## config.mk

```make
export PLATFORM = sky130hd
export DESIGN_NAME = stream_demux1_to_n
export DESIGN_NICKNAME = d
export VERILOG_FILES = /design/src/rtl/stream_demux_pkg.sv /design/src/rtl/out_slot.sv /design/src/rtl/stream_demux1_to_n.sv
export SDC_FILE = /design/constraint.sdc
export NUM_CORES = 1
export LEC_CHECK = 0
export ABC_AREA = 0
export CORE_UTILIZATION = 47
export DETAILED_ROUTE_END_ITERATION = 10
export HOLD_SLACK_MARGIN = 0.08
export PLACE_DENSITY_LB_ADDON = 0.05
export RECOVER_POWER = 50
export SETUP_SLACK_MARGIN = 0.05
export SYNTH_ARGS = -nofsm -noshare
export SYNTH_HDL_FRONTEND = slang
export SYNTH_HIERARCHICAL = 1
export SYNTH_SLANG_ARGS = --single-unit
```

## constraint.sdc

```tcl
create_clock -name clk -period 2.9 [get_ports clk]
set_input_delay 0.29 -clock clk [delete_from_list [all_inputs] [get_ports clk]]
set_output_delay 0.29 -clock clk [all_outputs]
set_load 0.1 [all_outputs]
```

## src/rtl/stream_demux_pkg.sv

```systemverilog
// Shared types and defaults for the 1-to-N stream demultiplexer.
package stream_demux_pkg;

  // Packet-tracking state: IDLE routes by in_sel, LOCKED by the latched select.
  typedef enum logic [0:0] {
    ST_IDLE   = 1'b0,
    ST_LOCKED = 1'b1
  } demux_state_e;

  localparam int DEF_W     = 8;
  localparam int DEF_N_OUT = 4;

endpackage

```

## src/rtl/out_slot.sv

```systemverilog
// One-entry output register with valid/ready handshake. The slot is free when
// empty or when its current beat drains this cycle, so fill and drain can
// happen on the same edge.
module out_slot
  import stream_demux_pkg::*;
#(
  parameter int W = DEF_W
) (
  input  logic         clk,
  input  logic         rst_n,
  input  logic         load,
  input  logic [W-1:0] load_data,
  input  logic         load_last,
  input  logic         out_ready,
  output logic         free,
  output logic         out_valid,
  output logic [W-1:0] out_data,
  output logic         out_last
);

  logic         valid_q, valid_d;
  logic [W-1:0] data_q,  data_d;
  logic         last_q,  last_d;

  assign free      = ~valid_q | out_ready;
  assign out_valid = valid_q;
  assign out_data  = data_q;
  assign out_last  = last_q;

  // Next-state: load a new beat, drain the held one, or keep it stable.
  always_comb begin
    valid_d = valid_q;
    data_d  = data_q;
    last_d  = last_q;
    if (load) begin
      valid_d = 1'b1;
      data_d  = load_data;
      last_d  = load_last;
    end else if (out_ready) begin
      valid_d = 1'b0;
    end else begin
      valid_d = valid_q;
    end
  end

  // Slot register; reset discards any buffered beat.
  always_ff @(posedge clk or negedge rst_n) begin
    if (!rst_n) begin
      valid_q <= 1'b0;
      data_q  <= '0;
      last_q  <= 1'b0;
    end else begin
      valid_q <= valid_d;
      data_q  <= data_d;
      last_q  <= last_d;
    end
  end

endmodule

```

## src/rtl/stream_demux1_to_n.sv

```systemverilog
// Registered 1-to-N stream demultiplexer. The select is taken from the first
// beat of a packet and held until its last beat. Each channel has its own
// one-entry register, so a stalled channel never blocks traffic to others.
// Optional feature: define DEMUX_ERR_EN to make err a sticky flag for packets
// whose select is out of range; otherwise err is always 0.
module stream_demux1_to_n
  import stream_demux_pkg::*;
#(
  parameter  int N_OUT = DEF_N_OUT,
  parameter  int W     = DEF_W,
  localparam int SEL_W = $clog2(N_OUT)
) (
  input  logic               clk,
  input  logic               rst_n,
  input  logic               in_valid,
  output logic               in_ready,
  input  logic [W-1:0]       in_data,
  input  logic [SEL_W-1:0]   in_sel,
  input  logic               in_last,
  output logic [N_OUT-1:0]   out_valid,
  input  logic [N_OUT-1:0]   out_ready,
  output logic [N_OUT*W-1:0] out_data,
  output logic [N_OUT-1:0]   out_last,
  output logic               err
);

  localparam int              N_PAD   = 1 << SEL_W;
  localparam logic [SEL_W:0]  N_OUT_C = (SEL_W+1)'(N_OUT);

  demux_state_e     state_q, state_d;
  logic [SEL_W-1:0] lock_sel_q, lock_sel_d;
  logic             err_q, err_d;

  logic [SEL_W-1:0] target_s;
  logic             in_range_s;
  logic             accept_s;
  logic [N_OUT-1:0] free_s;
  logic [N_PAD-1:0] free_pad_s;
  logic [N_OUT-1:0] load_s;

  assign accept_s = in_valid & in_ready;
  assign err      = err_q;

  // Target channel and input ready; out-of-range targets are always ready so
  // the packet is swallowed.
  always_comb begin
    if (state_q == ST_LOCKED) begin
      target_s = lock_sel_q;
    end else begin
      target_s = in_sel;
    end
    in_range_s = ({1'b0, target_s} < N_OUT_C);
    free_pad_s = '0;
    free_pad_s[N_OUT-1:0] = free_s;
    if (in_range_s) begin
      in_ready = free_pad_s[target_s];
    end else begin
      in_ready = 1'b1;
    end
  end

  // One-hot load strobe to the target channel on an accepted in-range beat.
  always_comb begin
    load_s = '0;
    for (int k = 0; k < N_OUT; k++) begin
      load_s[k] = accept_s & in_range_s & (target_s == SEL_W'(k));
    end
  end

  // Packet FSM, select lock and sticky error flag.
  always_comb begin
    state_d    = state_q;
    lock_sel_d = lock_sel_q;
    err_d      = err_q;
    case (state_q)
      ST_IDLE: begin
        if (accept_s && !in_last) begin
          state_d    = ST_LOCKED;
          lock_sel_d = in_sel;
        end else begin
          state_d = ST_IDLE;
        end
      end
      ST_LOCKED: begin
        if (accept_s && in_last) begin
          state_d = ST_IDLE;
        end else begin
          state_d = ST_LOCKED;
        end
      end
      default: begin
        state_d = ST_IDLE;
      end
    endcase
`ifdef DEMUX_ERR_EN
    if ((state_q == ST_IDLE) && accept_s && !in_range_s) begin
      err_d = 1'b1;
    end else begin
      err_d = err_q;
    end
`else
    err_d = 1'b0;
`endif
  end

  // Control registers.
  always_ff @(posedge clk or negedge rst_n) begin
    if (!rst_n) begin
      state_q    <= ST_IDLE;
      lock_sel_q <= '0;
      err_q      <= 1'b0;
    end else begin
      state_q    <= state_d;
      lock_sel_q <= lock_sel_d;
      err_q      <= err_d;
    end
  end

  genvar g;
  generate
    for (g = 0; g < N_OUT; g++) begin : g_slot
      out_slot #(.W(W)) u_slot (
        .clk       (clk),
        .rst_n     (rst_n),
        .load      (load_s[g]),
        .load_data (in_data),
        .load_last (in_last),
        .out_ready (out_ready[g]),
        .free      (free_s[g]),
        .out_valid (out_valid[g]),
        .out_data  (out_data[g*W +: W]),
        .out_last  (out_last[g])
      );
    end
  endgenerate

endmodule

```

==> run metrics <==
Synth Flop Type dfrtp_1; die height 67.2 µm; flip-flop and latch count after synthesis 43; Placer Congestion 0.759; Syn Area/Cell 15.7 µm²; FP Rows 23; Hold Buf Count CTS 0; final net count 206; critical path data arrival time 2730 ps; CP endpoint kind register; Netlist cell types 25; RSZ-0062 raised after global routing false; Synth async-reset ratio 100%; post-cts sizing count 0; Vias 1224; # clock sinks 43; die width 67.2 µm; outcome finished with violations; actual slew at the worst max-slew pin 2230 ps; max-cap violations 1; Worst-Skew Late Latency 290 ps; Layout area overhead 25.6%; vias in the first global route 1296; final wirelength 4.13 mm; CTS root buf clkbuf_8; drt first pass iters 4; Syn Nets 145; fin crit period 2560 ps; top post-synthesis cells by area dfrtp_1, mux2_4, buf_6; CTS buffer count 5; postcts setup bufs 0; IO Count 60; worst hold path type register to register; Starting Density 49.6%; area leader, netlist dfrtp_1; WL/cell 17.3 µm; final max-slew violation count 44; Syn Std Cell Area 0.00200 mm²; fmax 0.391 GHz; GRT Resource Usage Total 20.9%; Yosys warning total 6; CTS tree done; Post-Syn Instances 127; Clock transition at path regs 80 ps; hpwl dp 2.92 mm; worst-path fanout max 10; Vias/cell 5.12; largest net degree at the start of global routing 44; Port Buffers 58; hold violation count in the final report 0; Starting DRT DRC Count 95; # diodes 0; startpoint types primary input; Post-synth EDFFs 0; top-count cell post-synth dfrtp_1; synth cell count leaders dfrtp_1, mux2_4, nand2b_1, nand2_1, buf_6; final setup violation count 0; Antenna Nets Post-Route 0; Final Skew 6.04 ps; CTS max path bufs 2; gr ovfl total 0; Slew HR -48.8%; die area 0.00451 mm²; Fillers 334; Critical Path RT 3070 ps; Setup CP Type primary input to register; layout cells sized above 1 39.2%; Tcrit/Tclk final 88.1%; initial antenna violation count 0; Setup Total Neg Slack 0 ps; Seq/Total Area, Yosys 53.9%; Core ar. 0.00403 mm²; DRC Markers 0; Yosys top cell area share 53.9%; failing checks max-capacitance violations, max-slew violations; H-tree depth 2; first-pass GRT wire length 6.64 mm
==> layout make-up <==
type / count / area, µm² / area share [%]
Timing Repair Buffer: 61 / 432 / 17.2
Sequential cell: 43 / 1080 / 42.9
Multi-Input combinational cell: 75 / 846 / 33.7
Tap cell: 50 / 62.6 / 2.49
Clock inverter: 2 / 12.5 / 0.499
Inverter: 2 / 7.51 / 0.299
Clock buffer: 6 / 72.6 / 2.89
==> worst max-delay path, cell delays in order <==
cell             delay [ps]
clkdlybuf4s50_1         660
nand2_1                 110
o22ai_1                 290
o41ai_4                 150
buf_4                   160
o21ba_1                 700
mux2_4                  360
==> sequential cells by signal, indices dropped and copies added (netlist names), named ones only <==
register and cells:
g_slot.u_slot/out_last 4, g_slot.u_slot/out_valid 4, g_slot.u_slot/out_data 32, lock_sel_q 2
==> cell usage in the layout (no fill, tap or decap), drive strengths merged, types with 2 or more instances in the layout <==
| cell type | synthesis | routed |
|---|---|---|
| buf | 7 | 24 |
| o21ai | 2 | 2 |
| inv | 2 | 2 |
| o22ai | 2 | 2 |
| clkbuf | 0 | 27 |
| clkdlybuf4s50 | 0 | 16 |
| nor2b | 3 | 3 |
| dfrtp | 43 | 43 |
| mux2 | 38 | 38 |
| nand2b | 10 | 10 |
| nand2 | 6 | 6 |
==> per-stage QoR <==
stage               hold slack [ps]  cell area, µm²  instances  utilization [%]  setup slack, ps
CTS                             166            2580        239             64.2              347
floorplan                     -5.59            2000        127                -              164
global route                    533            2510        239             62.3              275
finish                          514            2510        239             62.3              344
detailed placement              487            2500        231             62.0             29.1
global placement                482            2500        231             62.0              115
==> metal layers <==
layer / track usage [%] / wire [µm]
met5: 0 / 0
met1: 27.4 / 1870
met4: 6.38 / 21
met2: 32.6 / 2040
met3: 6.93 / 193
==> path summary, 6_finish.rpt <==
| check | from | endpoint | slack (ps) | depth (start not counted) |
|---|---|---|---|---|
| max in group asynchronous | rst_n | g_slot[1].u_slot/out_data[4]$_DFFE_PN0P_ | 970 | 1 |
| worst max register to register | register | g_slot[0].u_slot/out_data[0]$_DFFE_PN0P_ | 410 | 6 |
| min in group asynchronous | rst_n | lock_sel_q[0]$_DFFE_PN0P_ | 640 | 1 |
| worst max-delay path | in_sel[0] | g_slot[0].u_slot/out_data[0]$_DFFE_PN0P_ | 340 | 7 |
| worst min register to register | g_slot[1].u_slot/out_data[2]$_DFFE_PN0P_ | g_slot[1].u_slot/out_data[2]$_DFFE_PN0P_ | 510 | 1 |
| worst min-delay path | g_slot[1].u_slot/out_data[2]$_DFFE_PN0P_ | g_slot[1].u_slot/out_data[2]$_DFFE_PN0P_ | 510 | 1 |
==> cells by family after synthesis <==
| family | Yosys count | share of synthesized area, % |
|---|---|---|
| flip-flops | 43 | 53.9 |
| AND/OR/NAND/NOR | 26 | 7.89 |
| buffers and inverters | 9 | 3.95 |
| other | 1 | 0.188 |
| AO/OA/AOI/OAI | 10 | 5.51 |
| multiplexers | 38 | 28.6 |
Power is left out: the tool's default activity adds up to more than one toggle a clock period on the data nets, which glitch-free logic cannot reach.
